`src/rtl/dnn_layer1_post.sv`:
```
// dnn_layer1_post
// Consumer end of the layer-1 MAC handshake. When mac_ready pulses, the four
// pre-activation sums are passed through ReLU, a rounding right-shift and
// saturation, then pushed as one entry into a small FIFO. The FIFO head is
// offered to the layer-2 stage over a valid/ready handshake.
//
// Ports:
//   clk          clock, all logic on the rising edge
//   rst_n        synchronous active-low reset
//   mac_ready    one-cycle strobe, in4..in7 valid this cycle
//   in4..in7     signed pre-activation sums (IN_SIZE bits)
//   y0..y3       head-of-FIFO activations (OUT_SIZE bits, never negative)
//   y_sat        head entry had at least one saturated lane
//   y_valid      FIFO non-empty, y* valid
//   y_ready      downstream accepts the head this cycle
//   level        current FIFO occupancy
//   overflow     sticky flag, a strobe arrived while full and was dropped
module dnn_layer1_post #(
    parameter int IN_SIZE  = 17,
    parameter int OUT_SIZE = 7,
    parameter int SHIFT    = 4,
    parameter int DEPTH    = 2
) (
    input  logic                       clk,
    input  logic                       rst_n,
    input  logic                       mac_ready,
    input  logic signed [IN_SIZE-1:0]  in4,
    input  logic signed [IN_SIZE-1:0]  in5,
    input  logic signed [IN_SIZE-1:0]  in6,
    input  logic signed [IN_SIZE-1:0]  in7,
    output logic [OUT_SIZE-1:0]        y0,
    output logic [OUT_SIZE-1:0]        y1,
    output logic [OUT_SIZE-1:0]        y2,
    output logic [OUT_SIZE-1:0]        y3,
    output logic                       y_sat,
    output logic                       y_valid,
    input  logic                       y_ready,
    output logic [$clog2(DEPTH+1)-1:0] level,
    output logic                       overflow
);

    localparam int PW = (DEPTH > 1) ? $clog2(DEPTH) : 1;
    localparam int LW = $clog2(DEPTH + 1);
    // Entry layout: {sat, lane3, lane2, lane1, lane0}
    localparam int EW = 4 * OUT_SIZE + 1;

    // Rounding constant and saturation ceiling, in the widened (IN_SIZE+1) domain
    localparam logic [IN_SIZE:0] HALF_Q = (IN_SIZE + 1)'(1) << (SHIFT - 1);
    localparam logic [IN_SIZE:0] MAX_Q  = (IN_SIZE + 1)'((2 ** (OUT_SIZE - 1)) - 1);

    // One lane: ReLU, add half an LSB, shift, clamp. Returns {lane_sat, value}.
    // The extra top bit keeps r + HALF_Q from wrapping on the largest input.
    function automatic logic [OUT_SIZE:0] quant_lane(input logic signed [IN_SIZE-1:0] x);
        logic [IN_SIZE:0] r_v;
        logic [IN_SIZE:0] t_v;
        logic [IN_SIZE:0] q_v;
        begin
            if (x[IN_SIZE-1]) begin
                r_v = '0;
            end else begin
                r_v = {1'b0, x};
            end
            t_v = r_v + HALF_Q;
            q_v = t_v >> SHIFT;
            if (q_v > MAX_Q) begin
                quant_lane = {1'b1, MAX_Q[OUT_SIZE-1:0]};
            end else begin
                quant_lane = {1'b0, q_v[OUT_SIZE-1:0]};
            end
        end
    endfunction

    logic [OUT_SIZE:0] lane4_s;
    logic [OUT_SIZE:0] lane5_s;
    logic [OUT_SIZE:0] lane6_s;
    logic [OUT_SIZE:0] lane7_s;
    logic [EW-1:0]     push_entry_s;

    logic [EW-1:0]     mem_r [DEPTH];
    logic [PW-1:0]     wr_ptr_r;
    logic [PW-1:0]     rd_ptr_r;
    logic [LW-1:0]     level_r;
    logic [EW-1:0]     head_r;
    logic              valid_r;
    logic              overflow_r;

    logic              full_s;
    logic              pop_s;
    logic              accept_s;
    logic              drop_s;
    logic [PW-1:0]     rd_nxt_s;
    logic [LW-1:0]     level_nxt_s;
    logic [EW-1:0]     head_nxt_s;

    assign lane4_s = quant_lane(in4);
    assign lane5_s = quant_lane(in5);
    assign lane6_s = quant_lane(in6);
    assign lane7_s = quant_lane(in7);

    // Pack the four quantised lanes and the OR of their saturation flags
    always_comb begin
        push_entry_s = {lane4_s[OUT_SIZE] | lane5_s[OUT_SIZE] | lane6_s[OUT_SIZE] | lane7_s[OUT_SIZE],
                        lane7_s[OUT_SIZE-1:0], lane6_s[OUT_SIZE-1:0],
                        lane5_s[OUT_SIZE-1:0], lane4_s[OUT_SIZE-1:0]};
    end

    // Handshake decisions and the next-cycle head, so outputs can be registered
    always_comb begin
        full_s      = (level_r == LW'(DEPTH));
        pop_s       = (level_r != LW'(0)) && y_ready;
        // A full FIFO still accepts when the head leaves in the same cycle
        accept_s    = mac_ready && (!full_s || pop_s);
        drop_s      = mac_ready && full_s && !pop_s;
        if (pop_s) begin
            rd_nxt_s = rd_ptr_r + PW'(1);
        end else begin
            rd_nxt_s = rd_ptr_r;
        end
        level_nxt_s = level_r + LW'(accept_s) - LW'(pop_s);
        // The slot being written becomes the head only if it lands on the new read pointer
        if (level_nxt_s == LW'(0)) begin
            head_nxt_s = '0;
        end else if (accept_s && (wr_ptr_r == rd_nxt_s)) begin
            head_nxt_s = push_entry_s;
        end else begin
            head_nxt_s = mem_r[rd_nxt_s];
        end
    end

    // FIFO storage, pointers, occupancy, registered head and sticky overflow
    always_ff @(posedge clk) begin
        if (!rst_n) begin
            for (int i = 0; i < DEPTH; i++) begin
                mem_r[i] <= '0;
            end
            wr_ptr_r   <= '0;
            rd_ptr_r   <= '0;
            level_r    <= '0;
            head_r     <= '0;
            valid_r    <= 1'b0;
            overflow_r <= 1'b0;
        end else begin
            if (accept_s) begin
                mem_r[wr_ptr_r] <= push_entry_s;
                wr_ptr_r        <= wr_ptr_r + PW'(1);
            end else begin
                wr_ptr_r        <= wr_ptr_r;
            end
            rd_ptr_r <= rd_nxt_s;
            level_r  <= level_nxt_s;
            head_r   <= head_nxt_s;
            valid_r  <= (level_nxt_s != LW'(0));
            if (drop_s) begin
                overflow_r <= 1'b1;
            end else begin
                overflow_r <= overflow_r;
            end
        end
    end

    assign y0       = head_r[OUT_SIZE-1:0];
    assign y1       = head_r[2*OUT_SIZE-1:OUT_SIZE];
    assign y2       = head_r[3*OUT_SIZE-1:2*OUT_SIZE];
    assign y3       = head_r[4*OUT_SIZE-1:3*OUT_SIZE];
    assign y_sat    = head_r[EW-1];
    assign y_valid  = valid_r;
    assign level    = level_r;
    assign overflow = overflow_r;

endmodule

```
`config.mk`:
```
export PLATFORM = sky130hd
export DESIGN_NAME = dnn_layer1_post
export DESIGN_NICKNAME = d
export VERILOG_FILES = /design/src/rtl/dnn_layer1_post.sv
export SDC_FILE = /design/constraint.sdc
export NUM_CORES = 1
export LEC_CHECK = 0
export ABC_AREA = 1
export BUFFER_PORTS_ARGS = -buffer_cell sky130_fd_sc_hd__buf_2
export CAP_MARGIN = 20
export CORE_MARGIN = 2
export CORE_UTILIZATION = 44
export CTS_BUF_LIST = sky130_fd_sc_hd__clkbuf_4
export CTS_CLUSTER_DIAMETER = 60
export DETAILED_ROUTE_END_ITERATION = 16
export GPL_TIMING_DRIVEN = 0
export PLACE_DENSITY_LB_ADDON = 0.05
export SLEW_MARGIN = 20
export SYNTH_ARGS = -nofsm -noshare
export SYNTH_HDL_FRONTEND = slang
export SYNTH_SLANG_ARGS = --single-unit
```
`constraint.sdc`:
```
create_clock -name clk -period 3.14 [get_ports clk]
set_input_delay 0.157 -clock clk [delete_from_list [all_inputs] [get_ports clk]]
set_output_delay 0.157 -clock clk [all_outputs]
set_load 0.01 [all_outputs]
```
Word-level counts from Yosys, hierarchy flattened
Memories as Yosys holds them, arrays and structs flattened. A register that Yosys moved wholly into a read port is not among the register bits. Cells that the tools add are included.

Flip-flop bits (word level): 6. Bits in writable memories: 58. Bits of input ports: 72. Output and inout port bits: 33. Logic and storage cells: 51. Memories: 1.

$add $sub $neg: 8. $lt $le $gt $ge: 4. Eq/ne operators: 1. Muxes and demuxes: 16. Bitwise logic cells: 4. Reductions and logical operators: 12.

Memories: mem_r (words 2, width 29, read ports 1, clocked after Yosys merged registers in 1, write ports 2, line 79) `logic [EW-1:0] mem_r [DEPTH];`.

Operators by type and width (count): 18-bit by 4-bit adder with 18-bit output (second input constant) (4); 16-bit 2-to-1 mux (4); 14-bit by 6-bit > comparator with 1-bit output (second input constant) (4); 8-bit 2-to-1 mux (4); 29-bit 2-to-1 mux (1); 29-bit OR reduction (1); 1-bit 2-to-1 mux (7); 1-bit logical AND (4); 2-bit nonzero test (2); 1-bit bitwise OR (3); 1-bit adder (second input constant) (2); 2-bit by 1-bit adder with 2-bit output (1); 2-bit equality test (second input constant) (1); 1-bit zero test (2); 2-bit zero test (1); 2-bit OR reduction (1); 2-bit by 1-bit subtractor with 2-bit output (1); 1-bit logical OR (1); 1-bit NOT (1).

Logic depth before layout (Yosys ltp)
Gate-level depths: netlist (run 1).

Word-level depth: 9. Gate-level depth with buffers: 16. Depth with buffers taken out: 15.

Least setup slack after synthesis (run 1)
Ideal clock, no wire load.

Kind: register -> register. From: register level_r[0], in the netlist level[0]. To: memory mem_r[0][0] (netlist name), enable pin. Arrival time: 1920 ps. Required time: 2754 ps. Path slack: 834 ps. Stages on the path, launching flop included: 9. Clock period less this slack: 2306 ps. Cell sequence: dfxtp_1 -> nand3b_1 -> nand2_1 -> inv_1 -> nand2_1 -> nor2_1 -> clkinv_1 -> clkbuf_1 -> nand2_1.

RTL lines: start, declared (line 82) `logic [LW-1:0] level_r;`; start signal, assigned (line 150) `level_r <= level_nxt_s;`; end, declared (line 79).

==> results of run 1 <==
[worst paths after layout]
check / startpoint / end / depth (start not counted)
max: level[1]$_SDFF_PN0_ / mem_r[1][17]$_SDFFCE_PN0P_ / 8
min: mac_ready / wr_ptr_r$_SDFFE_PN0P_ / 4
max reg2reg: level[1]$_SDFF_PN0_ / mem_r[1][17]$_SDFFCE_PN0P_ / 8
min reg2reg: overflow$_SDFFE_PN0P_ / overflow$_SDFFE_PN0P_ / 2
[metal layers]
metal | vias to the layer above | global-route usage (%) | wire length [um]
li1 | 2119 | - | -
met2 | 131 | 31.0 | 4680
met1 | 1743 | 25.4 | 4820
met5 | - | 0 | 0
met3 | 11 | 2.72 | 630
met4 | 0 | 6.41 | 131
[layout by cell type, fill, tap and decap left out, drive strengths merged, types with 2 or more instances in the layout]
master / instances
o21ai: 21
conb: 8
o21a: 2
clkbuf: 18
nor3: 2
nand2: 226
nor2: 90
edfxtp: 58
ha: 5
inv: 81
xor2: 8
buf: 98
nand4: 10
nand3b: 3
o211ai: 2
nand3: 28
a21oi: 9
bufinv: 2
or2: 2
clkinv: 7
xnor2: 9
dfxtp: 35
[critical path: cells and delay by family (launching register included)]
kind / cells / cell delay, ns
buffers and inverters: 3 / 0.73
and+or+nand+nor: 5 / 1.03
DFF: 1 / 0.47
[flip-flops by register name, indices dropped and copies added (netlist names)]
| signal | count |
|---|---|
| mem_r | 58 |
| rd_ptr_r | 1 |
| overflow | 1 |
| wr_ptr_r | 1 |
| level | 2 |
| head_r | 29 |
| y_valid | 1 |
[power groups by stage]
stage | Combinational, uW | Sequential [uW] | Clock (uW)
after global routing | 1340 | 1640 | 762
after detailed placement | 1200 | 1650 | 0
after CTS | 1200 | 1620 | 716
final | 1180 | 1620 | 704
after floorplan | 662 | 1740 | 0
after global placement | 1180 | 1640 | 0
[kinds of logic after synthesis]
kind of cell / after synthesis / share of synthesized area (%)
AO/OA/AOI/OAI: 34 / 4.12
buffers and inverters: 99 / 8.49
flip-flops: 93 / 51.6
AND/OR/NAND/NOR: 362 / 31.2
adder cells (fa/ha/maj): 5 / 1.32
XOR/XNOR: 17 / 3.15
other: 1 / 0.0792
[area by class of cell]
type / count / area (um2)
Fill cell: 1029 / 4830
Sequential cell: 93 / 2440
Multi-Input combinational cell: 426 / 1920
Timing Repair Buffer: 91 / 455
Inverter: 84 / 317
Tap cell: 136 / 170
Buffer: 15 / 85.1
Clock inverter: 6 / 77.6
Clock buffer: 10 / 75.1
[through the flow]
stage / cell area [um2] / util, % / setup slack, ns / hold slack [ns]
2_1_floorplan: 4760 / - / 0.834 / 0.300
3_3_place_gp: 5380 / 51.9 / 0.0135 / 0.451
3_5_place_dp: 5390 / 52.0 / 0.454 / 0.481
4_1_cts: 5540 / 53.4 / 0.436 / 0.0176
5_1_grt: 5540 / 53.4 / 0.203 / 0.0442
6_report: 5540 / 53.4 / 0.459 / 0.0519
==> results.sh, run 1 <==
export IMPL_outcome="complete, no violations"
export IMPL_slew_violations=0
export IMPL_ctsRootBufferMaster="clkbuf_4"
export IMPL_via_per_inst=4.65
export IMPL_cp_arrival_ns=2.69
export IMPL_die_w_um=108
export IMPL_clkTransAtPathRegs_ns=0.13
export IMPL_hold_viol_final=0
export IMPL_drive_gt1_share_pct=18.1
export IMPL_crit_fanout=29
export IMPL_cp_end_kind="flip-flop"
export IMPL_routedWlPerCell_um=11.9
export IMPL_yosys_warnings=0
export IMPL_clockPowerShare_pct=20.1
export IMPL_antenna_found_initial=0
export IMPL_antenna_cells=0
export IMPL_htree_levels=3
export IMPL_synth_main_ff_cell="edfxtp_1"
export IMPL_synth_seq_cells=93
export IMPL_worst_pin_slew_ns=0.784
export IMPL_reg2reg_slack_ns=0.46
export IMPL_track_usage_pct=18.8
export IMPL_p_comb_share_pct=33.7
export IMPL_yosysSeqAreaShare_pct=51.6
export IMPL_min_path_type="in2reg"
export IMPL_netlist_area_um2=4730
export IMPL_area_growth_pct=17.1
export IMPL_grt_pass1_vias=3703
export IMPL_cts_made_buffers=9
export IMPL_ant_nets=0
export IMPL_holdBufCountCts=0
export IMPL_synth_edf_count=58
export IMPL_vias=4004
export IMPL_synthCells=611
export IMPL_yosys_area_top_type="edfxtp_1"
export IMPL_synth_cell_types=34
export IMPL_pin_count=105
export IMPL_fin_skew_ns=0.00966
export IMPL_path_class="reg2reg"
export IMPL_p_leak_uw=0.00292
export IMPL_wl_um=10300
export IMPL_period_needed_ns=2.68
export IMPL_finalSetupTns_ns=0
export IMPL_cts_tree="done"
export IMPL_grt_overflow=0
export IMPL_pwr_share_seq_pct=46.2
export IMPL_power_density_nw_per_um2=633
export IMPL_cts_buffer_depth=2
export IMPL_synth_most_common_cell="nand2_1"
export IMPL_io_buffers=91
export IMPL_critPathLaunchType="flip-flop"
export IMPL_cts_sinks=93
export IMPL_layout_cells_non_filler=861
export IMPL_num_rows=37
export IMPL_max_stage_delay_ns=0.61
export IMPL_syn_area_per_cell_um2=7.74
export IMPL_drc=0
export IMPL_synth_top_area_share_pct=36.8
export IMPL_fmax_mhz=373
export IMPL_power_internal_uw=2290
export IMPL_start_util_pct=45.6
export IMPL_cap_violations=0
export IMPL_cts_resized=0
export IMPL_cts_setup_buffers=0
export IMPL_swShare_pct=34.8
export IMPL_critPathSlowestCell="nand2_2"
export IMPL_gp_congestion=0.791
export IMPL_setup_viol=0
export IMPL_core_area_um2=10400
export IMPL_min_period_over_period_pct=85.4
export IMPL_ir_drop_v=0.000286
export IMPL_design_die_area_um2=11600
export IMPL_required_ns=3.15
export IMPL_power_uw=3510
export IMPL_grt_pass1_wl_um=17000
export IMPL_clk_latency_ns=0.44
export IMPL_synth_area_top_cells="edfxtp_1 37%, nand2_1 18%, dfxtp_1 15%"
export IMPL_ys_async_sr_fraction_pct=0
export IMPL_worst_slew_margin_rel_pct=47.6
export IMPL_path_cells="nand3b_1 -> nand2_1 -> inv_1 -> nand2_1 -> nor2_1 -> inv_1 -> clkbuf_1 -> nand2_2"
export IMPL_die_y_um=108
export IMPL_ys_top_cells_by_count="223 x nand2_1, 87 x nor2_1, 77 x inv_1"
export IMPL_net_switching_power_uw=1220
export IMPL_drt_iter0_drc=252
export IMPL_grt_start_max_net_pins=30
export IMPL_rsz0062_at_grt="false"
export IMPL_placed_cells=845
export IMPL_fin_nets=797
export IMPL_hpwlAfterDp_um=7270
export IMPL_dr_pass1_iters=4
Note: power is estimated with default switching activity, not from simulation.
==> run 2: changes to the inputs <==
--- a/config.mk
+++ b/config.mk
@@ -5,7 +5,7 @@
 export SDC_FILE = /design/constraint.sdc
 export NUM_CORES = 1
 export LEC_CHECK = 0
-export ABC_AREA = 1
+export ABC_AREA = 0
 export BUFFER_PORTS_ARGS = -buffer_cell sky130_fd_sc_hd__buf_2
 export CAP_MARGIN = 20
 export CORE_MARGIN = 2
@@ -13,6 +13,7 @@
 export CTS_BUF_LIST = sky130_fd_sc_hd__clkbuf_4
 export CTS_CLUSTER_DIAMETER = 60
 export DETAILED_ROUTE_END_ITERATION = 16
+export GPL_ROUTABILITY_DRIVEN = 0
 export GPL_TIMING_DRIVEN = 0
 export PLACE_DENSITY_LB_ADDON = 0.05
 export SLEW_MARGIN = 20
==> results.sh, run 2 <==
export IMPL_wl_met1_um=5200
export IMPL_hpwlAfterDp_um=8110
export IMPL_grt_overflow=0
export IMPL_synth_area_top_cells="edfxtp_1 36%, dfxtp_1 15%, a211oi_1 4.7%"
export IMPL_htree_levels=3
export IMPL_cts_buffer_depth=2
export IMPL_synth_edf_count=58
export IMPL_worstRegToRegCells=6
export IMPL_r2r_start="level[0]$_SDFF_PN0_"
export IMPL_outcome="complete, no violations"
export IMPL_hp_start="rst_n"
export IMPL_yosys_warnings=0
export IMPL_cts_sinks=93
export IMPL_wl_um=11300
export IMPL_fmax_mhz=366
export IMPL_synth_most_common_cell="edfxtp_1"
export IMPL_required_ns=3.15
export IMPL_worst_pin_slew_ns=0.822
export IMPL_min_period_over_period_pct=86.9
export IMPL_rsz0062_at_grt="false"
export IMPL_path_class="reg2reg"
export IMPL_grt_pass1_wl_um=18100
export IMPL_pwr_share_seq_pct=43.1
export IMPL_yosysSeqAreaShare_pct=50.6
export IMPL_vias=3827
export IMPL_holdBufCountCts=0
export IMPL_cts_setup_buffers=0
export IMPL_syn_area_per_cell_um2=10.6
export IMPL_clk_latency_ns=0.46
export IMPL_num_rows=38
export IMPL_cts_resized=0
export IMPL_dr_pass1_iters=4
export IMPL_cts_made_buffers=9
export IMPL_min_path_type="in2reg"
export IMPL_fin_nets=642
export IMPL_drc=0
export IMPL_via_per_inst=5.39
export IMPL_power_internal_uw=2450
export IMPL_synth_top_area_share_pct=36.1
export IMPL_reg2reg_slack_ns=0.41
export IMPL_netlist_area_um2=4830
export IMPL_synth_main_ff_cell="edfxtp_1"
export IMPL_net_switching_power_uw=1460
export IMPL_cp_end_kind="flip-flop"
export IMPL_fin_skew_ns=0.0226
export IMPL_ctsRootBufferMaster="clkbuf_4"
export IMPL_power_uw=3910
export IMPL_layout_cells_non_filler=710
export IMPL_yosys_area_top_type="edfxtp_1"
export IMPL_core_area_um2=10800
export IMPL_pin_count=105
export IMPL_ir_drop_v=0.000279
export IMPL_routedWlPerCell_um=15.9
export IMPL_top_layer_used="met4"
export IMPL_p_comb_share_pct=40.0
export IMPL_synthCells=455
export IMPL_placed_cells=694
export IMPL_synth_seq_cells=93
export IMPL_crit_fanout=29
export IMPL_critPathLaunchType="flip-flop"
export IMPL_hold_viol_final=0
export IMPL_grt_pass1_vias=3741
export IMPL_power_density_nw_per_um2=691
export IMPL_setup_viol=0
export IMPL_worst_slew_margin_rel_pct=45.0
export IMPL_route_met2_wl_um=5390
export IMPL_track_usage_pct=20.0
export IMPL_ant_nets=0
export IMPL_ys_top_cells_by_count="58 x edfxtp_1, 55 x nor2_1, 35 x dfxtp_1"
export IMPL_die_w_um=109
export IMPL_antenna_cells=0
export IMPL_slew_violations=0
export IMPL_grt_start_max_net_pins=30
export IMPL_final_common_cell="buf_2"
export IMPL_largest_register="mem_r"
export IMPL_io_buffers=91
export IMPL_design_die_area_um2=11800
export IMPL_clkTransAtPathRegs_ns=0.14
export IMPL_period_needed_ns=2.73
export IMPL_r2r_end="mem_r[1][9]$_SDFFCE_PN0P_"
export IMPL_swShare_pct=37.3
export IMPL_layout_common_cells="98 x buf_2, 58 x edfxtp_1, 55 x nor2_1"
export IMPL_cts_tree="done"
export IMPL_antenna_found_initial=0
export IMPL_crit_path_start="level[0]$_SDFF_PN0_"
export IMPL_clockPowerShare_pct=16.9
export IMPL_p_leak_uw=0.00229
export IMPL_cp_arrival_ns=2.74
export IMPL_cap_violations=0
export IMPL_start_util_pct=44.7
export IMPL_die_y_um=109
export IMPL_crit_end="mem_r[1][9]$_SDFFCE_PN0P_"
export IMPL_area_growth_pct=17.3
export IMPL_drive_gt1_share_pct=27.4
export IMPL_met3_length_um=493
export IMPL_drt_iter0_drc=237
export IMPL_largest_register_ffs=58
export IMPL_synth_cell_types=62
export IMPL_ys_async_sr_fraction_pct=0
[run 2: changes by cell type in the layout (fill, tap and decap cells not counted), moves of 11 or more]
| cell | change |
|---|---|
| o21ai_1 | -11 |
| a211oi_1 | +30 |
| nor2_1 | -32 |
| nor2b_1 | +29 |
| nand2_1 | -199 |
| inv_1 | -69 |
[run 2: metal layers]
| metal | up-vias | GRT usage [%] |
|---|---|---|
| li1 | 1882 | - |
| met2 | 104 | 34.0 |
| met4 | 0 | 7.33 |
| met1 | 1829 | 26.2 |
| met5 | - | 0 |
| met3 | 12 | 2.75 |
[run 2: worst min-delay path by stage]
stage / endpoint / slack [ns] / cells past startpoint
finish: overflow$_SDFFE_PN0P_ / 0.03 / 2
global route: overflow$_SDFFE_PN0P_ / 0.03 / 2
CTS: overflow$_SDFFE_PN0P_ / 0.03 / 2
detailed placement: head_r[27]$_SDFF_PP0_ / 0.47 / 2
global placement: head_r[13]$_SDFF_PP0_ / 0.47 / 2
floorplan: wr_ptr_r$_SDFFE_PN0P_ / 0.28 / 1
[run 2: kinds of logic after synthesis]
logic type	after synthesis	synth area share (%)
xor+xnor	29	5.57
buf+inv	28	2.90
flops	93	50.6
mux	14	3.08
compound gates	95	14.9
simple gates	190	21.6
fa+ha+maj	5	1.30
other cells	1	0.0776
[run 2: cell type report]
class | instances | area, um2
Multi-Input combinational cell | 341 | 2290
Buffer | 20 | 110
Clock inverter | 3 | 37.5
Tap cell | 140 | 175
Inverter | 8 | 30.0
Fill cell | 1011 | 5130
Timing Repair Buffer | 92 | 483
Clock buffer | 13 | 97.6
Sequential cell | 93 | 2440
[run 2: power by group through the flow]
stage                     sequential [uW]  clock [uW]  combinational [uW]
after floorplan                      1820           0                 874
after global placement               1710           0                1550
after detailed placement             1720           0                1580
after CTS                            1690         669                1580
after global routing                 1720         705                1730
final                                1690         660                1560
[run 2: worst max-delay path, stage by stage, from the launching register on]
cell	delay (ns)
dfxtp_1	0.39
nor2_1	0.15
nand2_1	0.10
and3_1	0.22
nand2_1	0.27
clkbuf_1	0.49
nand2_2	0.62
[run 2: metrics by stage]
stage / utilization, % / area [um2] / hold WS (ns) / setup TNS (ns) / worst slack, ns
after CTS: 52.5 / 5660 / 0.0251 / 0 / 0.394
after global placement: 50.8 / 5490 / 0.466 / -7.59 / -0.213
after global routing: 52.5 / 5660 / 0.0333 / 0 / 0.182
after detailed placement: 51.2 / 5530 / 0.472 / 0 / 0.301
final: 52.5 / 5660 / 0.0326 / 0 / 0.411
after floorplan: - / 4860 / 0.279 / 0 / 0.657
